**src/rtl/mips_param_core.sv**
```systemverilog
// mips_param_core: mini-MIPS execute block; instruction in via in_valid/in_ready (rst_n async low), one out_valid pulse per accepted instruction with instruction_fail and NOUT DW-bit register read-back fields on out_data
module mips_param_core #(
  parameter int DW   = 16,
  parameter int NREG = 8,
  parameter int NOUT = 4
) (
  input  logic               clk,
  input  logic               rst_n,
  input  logic               in_valid,
  output logic               in_ready,
  input  logic [31:0]        instruction,
  input  logic [NOUT*5-1:0]  output_reg,
  output logic               out_valid,
  output logic               instruction_fail,
  output logic [NOUT*DW-1:0] out_data
);
  localparam int AW = $clog2(NREG);
  localparam logic [5:0] NR = 6'(NREG);
  typedef enum logic {IDLE, BUSY} state_t;
  state_t state, state_nx;
  logic [DW-1:0] rf [NREG];
  logic [DW-1:0] rv [32];
  logic [5:0] op, fn;
  logic [4:0] rs, rt, rd, sh, wi, g_rd;
  logic [DW-1:0] a, b, imm, slt, alu, wv, ga, gb;
  logic [NOUT*5-1:0] oi, g_oi;
  logic [NOUT*DW-1:0] od;
  logic r_type, addi, known, is_gcd, bad, take, gdone, done, ofail, wen;
  assign {op, rs, rt, rd, sh, fn} = instruction;
  for (genvar i = 0; i < 32; i++) begin : g_rv
    if (i < NREG) begin : g_in
      assign rv[i] = rf[i];
    end else begin : g_oor
      assign rv[i] = '0;
    end
  end
  assign a = rv[rs];
  assign b = rv[rt];
  assign imm = DW'($signed(instruction[15:0]));
  assign slt = {{(DW-1){1'b0}}, ($signed(a) < $signed(b))};
  assign r_type = op == 6'b000000;
  assign addi = op == 6'b001000;
  assign known = fn inside {6'b100000, 6'b100010, 6'b100100, 6'b100101, 6'b100111,
                            6'b101010, 6'b000000, 6'b000010, 6'b111000};
  assign is_gcd = r_type && fn == 6'b111000;
  assign alu = fn == 6'b100000 ? a + b :
               fn == 6'b100010 ? a - b :
               fn == 6'b100100 ? a & b :
               fn == 6'b100101 ? a | b :
               fn == 6'b100111 ? ~(a | b) :
               fn == 6'b101010 ? slt :
               fn == 6'b000000 ? b << sh :
               fn == 6'b000010 ? b >> sh : '0;
  assign bad = !(addi || (r_type && known)) || {1'b0, rs} >= NR || {1'b0, rt} >= NR ||
               (r_type && {1'b0, rd} >= NR) || (is_gcd && (a == '0 || b == '0));
  assign in_ready = state == IDLE;
  assign take = in_valid && state == IDLE;
  assign gdone = state == BUSY && gb == '0;
  assign done = (take && (bad || !is_gcd)) || gdone;
  assign ofail = state == IDLE && bad;
  assign wen = done && !ofail;
  assign wi = state == BUSY ? g_rd : addi ? rt : rd;
  assign wv = state == BUSY ? ga : addi ? a + imm : alu;
  assign oi = state == BUSY ? g_oi : output_reg;
  assign state_nx = (take && is_gcd && !bad) ? BUSY : gdone ? IDLE : state;
  for (genvar k = 0; k < NOUT; k++) begin : g_o
    logic [4:0] x;
    assign x = oi[5*k +: 5];
    assign od[DW*k +: DW] = ofail ? '0 : (wen && x == wi && x != 5'd0) ? wv : rv[x];
  end
  always_ff @(posedge clk or negedge rst_n) begin
    if (!rst_n) begin
      state <= IDLE;
      ga <= '0;
      gb <= '0;
      g_rd <= '0;
      g_oi <= '0;
      out_valid <= 1'b0;
      instruction_fail <= 1'b0;
      out_data <= '0;
      for (int j = 0; j < NREG; j++) rf[j] <= '0;
    end else begin
      state <= state_nx;
      out_valid <= done;
      if (done) begin
        instruction_fail <= ofail;
        out_data <= od;
      end
      if (wen && wi != 5'd0) rf[wi[AW-1:0]] <= wv;
      if (take && is_gcd && !bad) begin
        ga <= a;
        gb <= b;
        g_rd <= rd;
        g_oi <= output_reg;
      end else if (state == BUSY && !gdone) begin
        ga <= gb;
        gb <= ga % gb;
      end
    end
  end
endmodule

```
**config.mk**
```make
export PLATFORM = sky130hd
export DESIGN_NAME = mips_param_core
export DESIGN_NICKNAME = d
export VERILOG_FILES = /design/src/rtl/mips_param_core.sv
export SDC_FILE = /design/constraint.sdc
export NUM_CORES = 2
export LEC_CHECK = 0
export CAP_MARGIN = 0
export CORE_ASPECT_RATIO = 1.2
export CORE_MARGIN = 10
export CORE_UTILIZATION = 25
export CTS_BUF_LIST = sky130_fd_sc_hd__clkbuf_16
export DETAILED_ROUTE_END_ITERATION = 8
export GPL_ROUTABILITY_DRIVEN = 0
export PLACE_DENSITY = 0.38
export SLEW_MARGIN = 0
export SYNTH_ARGS = -nofsm -noshare
export SYNTH_HDL_FRONTEND = slang
export SYNTH_SLANG_ARGS = --single-unit
```
**constraint.sdc**
```tcl
create_clock -name clk -period 31.3 [get_ports clk]
set_input_delay 4.695 -clock clk [delete_from_list [all_inputs] [get_ports clk]]
set_output_delay 4.695 -clock clk [all_outputs]
set_load 0.02 [all_outputs]
```
**After elaboration in Yosys (flattened, before gate mapping)**

Cells that the tools add are included.

- Output and inout port bits: 67
- Input port bits: 55
- Word-level logic and storage cells: 154
- Register bits after elaboration: 252

- Shift-type cells: 2
- Eq/ne operators: 13
- Div/mod/pow operators: 1
- Order comparisons: 12
- Add/subtract/negate cells: 3
- Reduce and logical (&&, ||, !) cells: 48
- Muxes and demuxes: 48
- Bitwise logic cells: 11

Operator list:

| kind | number |
|---|---|
| 2-to-1 mux 16 bit | 35 |
| binary-select mux 16 bit (select 5 bit) | 6 |
| bitwise mux 128 bit | 1 |
| demux 16 bit (select 3 bit) | 1 |
| zero test 16 bit | 3 |
| equality test 6 bit (second input constant) | 7 |
| greater-or-equal comparator 6 bit (second input constant) | 6 |
| NOT 5 -> 6 bit | 6 |
| adder 16 bit | 2 |
| nonzero test 5 bit | 5 |
| logical AND 1 bit | 22 |
| equality test 5 bit | 4 |
| 2-to-1 mux 20 bit | 1 |
| AND 16 bit | 1 |
| < comparator 16 bit | 1 |
| remainder unit 16 x 16 -> 16 bit | 1 |
| NOT 16 bit | 1 |
| bitwise OR 16 bit | 1 |
| << shifter 16 x 5 -> 16 bit | 1 |
| >> shifter 16 x 5 -> 16 bit | 1 |
| subtractor 16 bit | 1 |
| greater-or-equal comparator 5 x 4 -> 1 bit (second input constant) | 3 |
| zero test 6 bit | 2 |
| 2-to-1 mux 5 bit | 2 |
| other kinds (11) | 24 |

**Depth between registers and ports, before layout**

- Word-level depth: 17
- Gate-level depth with buffers: 133
- Depth with buffers taken out: 125

**Least setup slack after synthesis**

No wires, ideal clock.

- Path kind: flip-flop to flip-flop
- Start: register gb[0]
- End: register gb[13]
- Arrival time: 27.654 ns
- Stages on the path, launching flop included: 127
- Clock period less this slack: 27.719 ns
- Data required time: 31.235 ns
- Setup slack: 3.581 ns
- Path buffers: 11
- Cell sequence: dfrtp_1 -> inv_1 -> ha_1 -> nor3b_1 -> and3_1 -> a21o_1 -> a21oi_1 -> a21oi_1 -> ha_1 -> o21a_1 -> nor4b_1 -> a2111oi_0 -> nor3_1 -> ha_1 -> o211a_1 -> nor3_1 -> nor3_1 -> mux2_2 -> [91 not listed] -> a221o_1 -> a41oi_1 -> a21oi_1 -> a31oi_1 -> inv_1 -> dlygate4sd1_1 -> mux2_2 -> ha_1 -> nor2b_1 -> o21ai_0 -> a21oi_1 -> o41a_1 -> o21ai_0 -> a21oi_1 -> or2_2 -> nor2_1 -> o2bb2ai_1 -> a211o_1

- Cells in the longest elaborated chain, start to end: 5
- Elaborated cells between the ends (all ways): 8

RTL lines:

| item | RTL line | text |
|---|---|---|
| start: declaration | 25 | `logic [DW-1:0] a, b, imm, slt, alu, wv, ga, gb;` |
| start signal: assignment | 97 | `gb <= ga % gb;` |
| parallel branches: the longest is 5 deep, another holds remainder unit 16 x 16 -> 16 bit | -- |  |

Parallel ways; which one is timed is not known. The select of a mux whose other input is x is not followed.
A chain may end at the register's enable or synchronous reset.

**Final worst setup path**

- Start: register gb[15]
- End: register gb[15]

The elaborated chain is that of the path after synthesis.

==> summary.md <==
| Metric | Value |
|---|---|
| WP buf/inv | 9 |
| Standard-cell row count | 138 |
| Synth area leaders | dfrtp_1 (21%), nand2_1 (9.1%), ha_1 (8.4%) |
| Family with the most delay on the worst path | compound AO/OA/AOI/OAI gates |
| Top FF cell, synth | dfrtp_1 |
| Post-synthesis sequential area ratio | 0.2125 |
| RR Endpoint | gb[15]$_DFFE_PN0P_ |
| Initial Util | 0.2516 |
| ANT nets after route | 0 |
| Final setup fails | 0 |
| DRC | 0 |
| Antenna Cells | 0 |
| CTS Root Cell | clkbuf_16 |
| Vias/cell | roughly 5.8 |
| Total of max-cap violations | 0 |
| Post-synthesis async set-or-reset flop share | 1.000 |
| CTS tree | built |
| Synthesized area | between 20000 and 30000 sq um |
| Crit path required time | approximately 32 ns |
| Vias in the first global route | about 30k |
| Total GRT Usage | 0.2250 |
| Synth Instances | approximately 3.8k |
| CP max stage cell | or4_1 |
| Reg2Reg Depth | between 100 and 150 |
| Share of cells above drive strength 1 | 0.1190 |
| Top-Level Pins | roughly 120 |
| Die height | between 300 and 400 um |
| DR vias | 31.01k |
| Iteration-0 DRC Markers | between 2k and 3k |
| Post-layout nets | 4057 |
| Post-Route WL | between 150 and 200 mm |
| Top cell type's share of synthesized area | 0.2125 |
| Run status | finished clean |
| Startpoint types | register |
| Post-synth EDFFs | 0 |
| First-pass GRT wire length | ~220 mm |
| Core area | roughly 120000 sq um |
| Initial antenna violation count | 2 |
| Area after DPL | between 30000 and 40000 sq um |
| Post-synthesis register bit count | 252 |
| Ys Warns | 0 |
| Clock transition at the registers of the reported paths | 0.06 ns |
| Largest area contributor in the netlist | dfrtp_1 |
| Post-layout min period | 29.21 ns |
| Post-DP HPWL | between 100 and 150 mm |
| Port-buffer cells | 121 |
| Postcts setup bufs | 0 |
| Number of detailed-route iterations in the first pass | 6 |
| Die width | about 330 um |
| TritonCTS buffer count | 34 |
| Final instance area | 33890 sq um |
| Pin count of the biggest net entering global routing | roughly 140 |
| Netlist cell types | about 100 |
| Cell depth of the worst setup path | around 120 |
| Longest Clk Path Bufs | 3 |
| Critical path class | register to register |
| Slowest stage delay, CP | 0.56 ns |
| Commonest cells in the netlist | nand2_1 (717), nor2_1 (267), dfrtp_1 (252) |
| Fmax | approximately 34 MHz |
| Final Max Slew Viols | 0 |
| Arr. time, crit path | roughly 30 ns |
| Clock Sink Count | about 250 |
| Period utilisation layout | 0.9332 |
| Area Overhead vs Synth | 14.18% |
| CP Capture Type | register |
| Worst-path maximum fanout | 19 |
| Fin. Hold Viols | 0 |
| Measured slew at the worst slew-check pin | between 1 and 1.5 ns |
| Syn_nets | between 4k and 5k |
| GRT overflow | 0 |
| Register-to-register setup slack | around 2.1 ns |
| Post-Route Skew | about 0.037 ns |
| Post-DR wirelength/cell | ~29 um |
| Crit path from | gb[15]$_DFFE_PN0P_ |
| Slew headroom | 0.2376 |
| R2r startpoint | gb[15]$_DFFE_PN0P_ |
| Full die area | ~130000 sq um |
| CP endpoint | gb[15]$_DFFE_PN0P_ |
| Syn_area_per_cell | a little under 8 sq um |
| Hold WC Path Type | register to register |
| Worst-skew pair later-pin latency | between 0.5 and 0.6 ns |
| Count leader, synth | nand2_1 |
| H-tree levels | 2 |
==> cell type report <==
| class | instances | area [sq um] |
|---|---|---|
| clock buffer | 35 | 875.8 |
| clock inverter | 25 | 264.0 |
| fill | 12744 | 84050 |
| inverter | 117 | 439.2 |
| multi-input combinational | 3170 | 22090 |
| sequential | 252 | 6310 |
| tap | 1540 | 1927 |
| timing repair buffer | 223 | 1974 |
==> tightest hold or removal path, stage by stage, from the launching register on <==
cell	delay (ns)
dfrtp_1	0.34
a21oi_1	0.06
o21ai_0	0.06
==> how the worst min path moves through the flow <==
| stage | slack (ns) | endpoint | from | cells past startpoint |
|---|---|---|---|---|
| 5_1_grt | 0.51 | g_oi[3]$_DFFE_PN0P_ | g_oi[3]$_DFFE_PN0P_ | 1 |
| 6_report | 0.49 | out_data[36]$_DFFE_PN0P_ | out_data[36]$_DFFE_PN0P_ | 2 |
| 3_5_place_dp | 0.48 | g_oi[3]$_DFFE_PN0P_ | g_oi[3]$_DFFE_PN0P_ | 1 |
| 2_1_floorplan | 0.47 | g_oi[3]$_DFFE_PN0P_ | g_oi[3]$_DFFE_PN0P_ | 1 |
| 3_3_place_gp | 0.48 | out_data[36]$_DFFE_PN0P_ | out_data[36]$_DFFE_PN0P_ | 2 |
| 4_1_cts | 0.50 | out_data[36]$_DFFE_PN0P_ | out_data[36]$_DFFE_PN0P_ | 2 |
==> metrics by stage <==
stage | utilization | hold slack (ns) | instances | setup slack, ns | TNS [ns]
2_1_floorplan | - | 0.4699 | 3789 | 3.581 | 0
3_3_place_gp | 0.2766 | 0.4809 | 5302 | 0.6468 | 0
3_5_place_dp | 0.2766 | 0.4847 | 5302 | 0.2557 | 0
4_1_cts | 0.2862 | 0.5022 | 5362 | 0.1327 | 0
5_1_grt | 0.2873 | 0.5134 | 5362 | -0.01895 | -0.01955
6_report | 0.2873 | 0.4939 | 5362 | 2.092 | 0
==> layout by cell type, fill, tap and decap left out, types with 94 or more instances in the layout <==
| cell type | Yosys | layout |
|---|---|---|
| inv_1 | 113 | 115 |
| buf_4 | 6 | 101 |
| ha_1 | 200 | 200 |
| o21ai_0 | 221 | 220 |
| clkdlybuf4s50_1 | 0 | 116 |
| nand2_1 | 717 | 714 |
| dfrtp_1 | 252 | 251 |
| mux2_2 | 94 | 94 |
| a21oi_1 | 192 | 190 |
| nor2_1 | 267 | 262 |
| nand3_1 | 160 | 160 |
==> flip-flops by register name, indices dropped and copies added, names as in the netlist <==
signal,count
state,1
instruction_fail,1
g_oi,20
gb,16
g_rd,5
out_data,64
ga,16
out_valid,1
rf,128
==> per-layer routing <==
metal  GRT usage  routed length, um
met1      0.2831              64970
met2      0.3874              74880
met3     0.02707               8198
met4     0.08930               6890
met5           0                 12
==> cell families after synthesis <==
| kind of cell | share of synthesized area |
|---|---|
| AO/OA/AOI/OAI | 0.2395 |
| XOR/XNOR | 0.03719 |
| adder cells (fa/ha/maj) | 0.08702 |
| buffers and inverters | 0.05439 |
| flip-flops | 0.2125 |
| multiplexers | 0.1375 |
| AND/OR/NAND/NOR | 0.2319 |
==> what timing repair did <==
item | 4_1_cts | 5_1_grt
gates resized for setup | 0 | 34
hold buffers | 0 | 0
setup endpoints to repair | 0 | 16
Power is left out: the tool's default activity adds up to more than one toggle a clock period on the data nets, which glitch-free logic cannot reach.
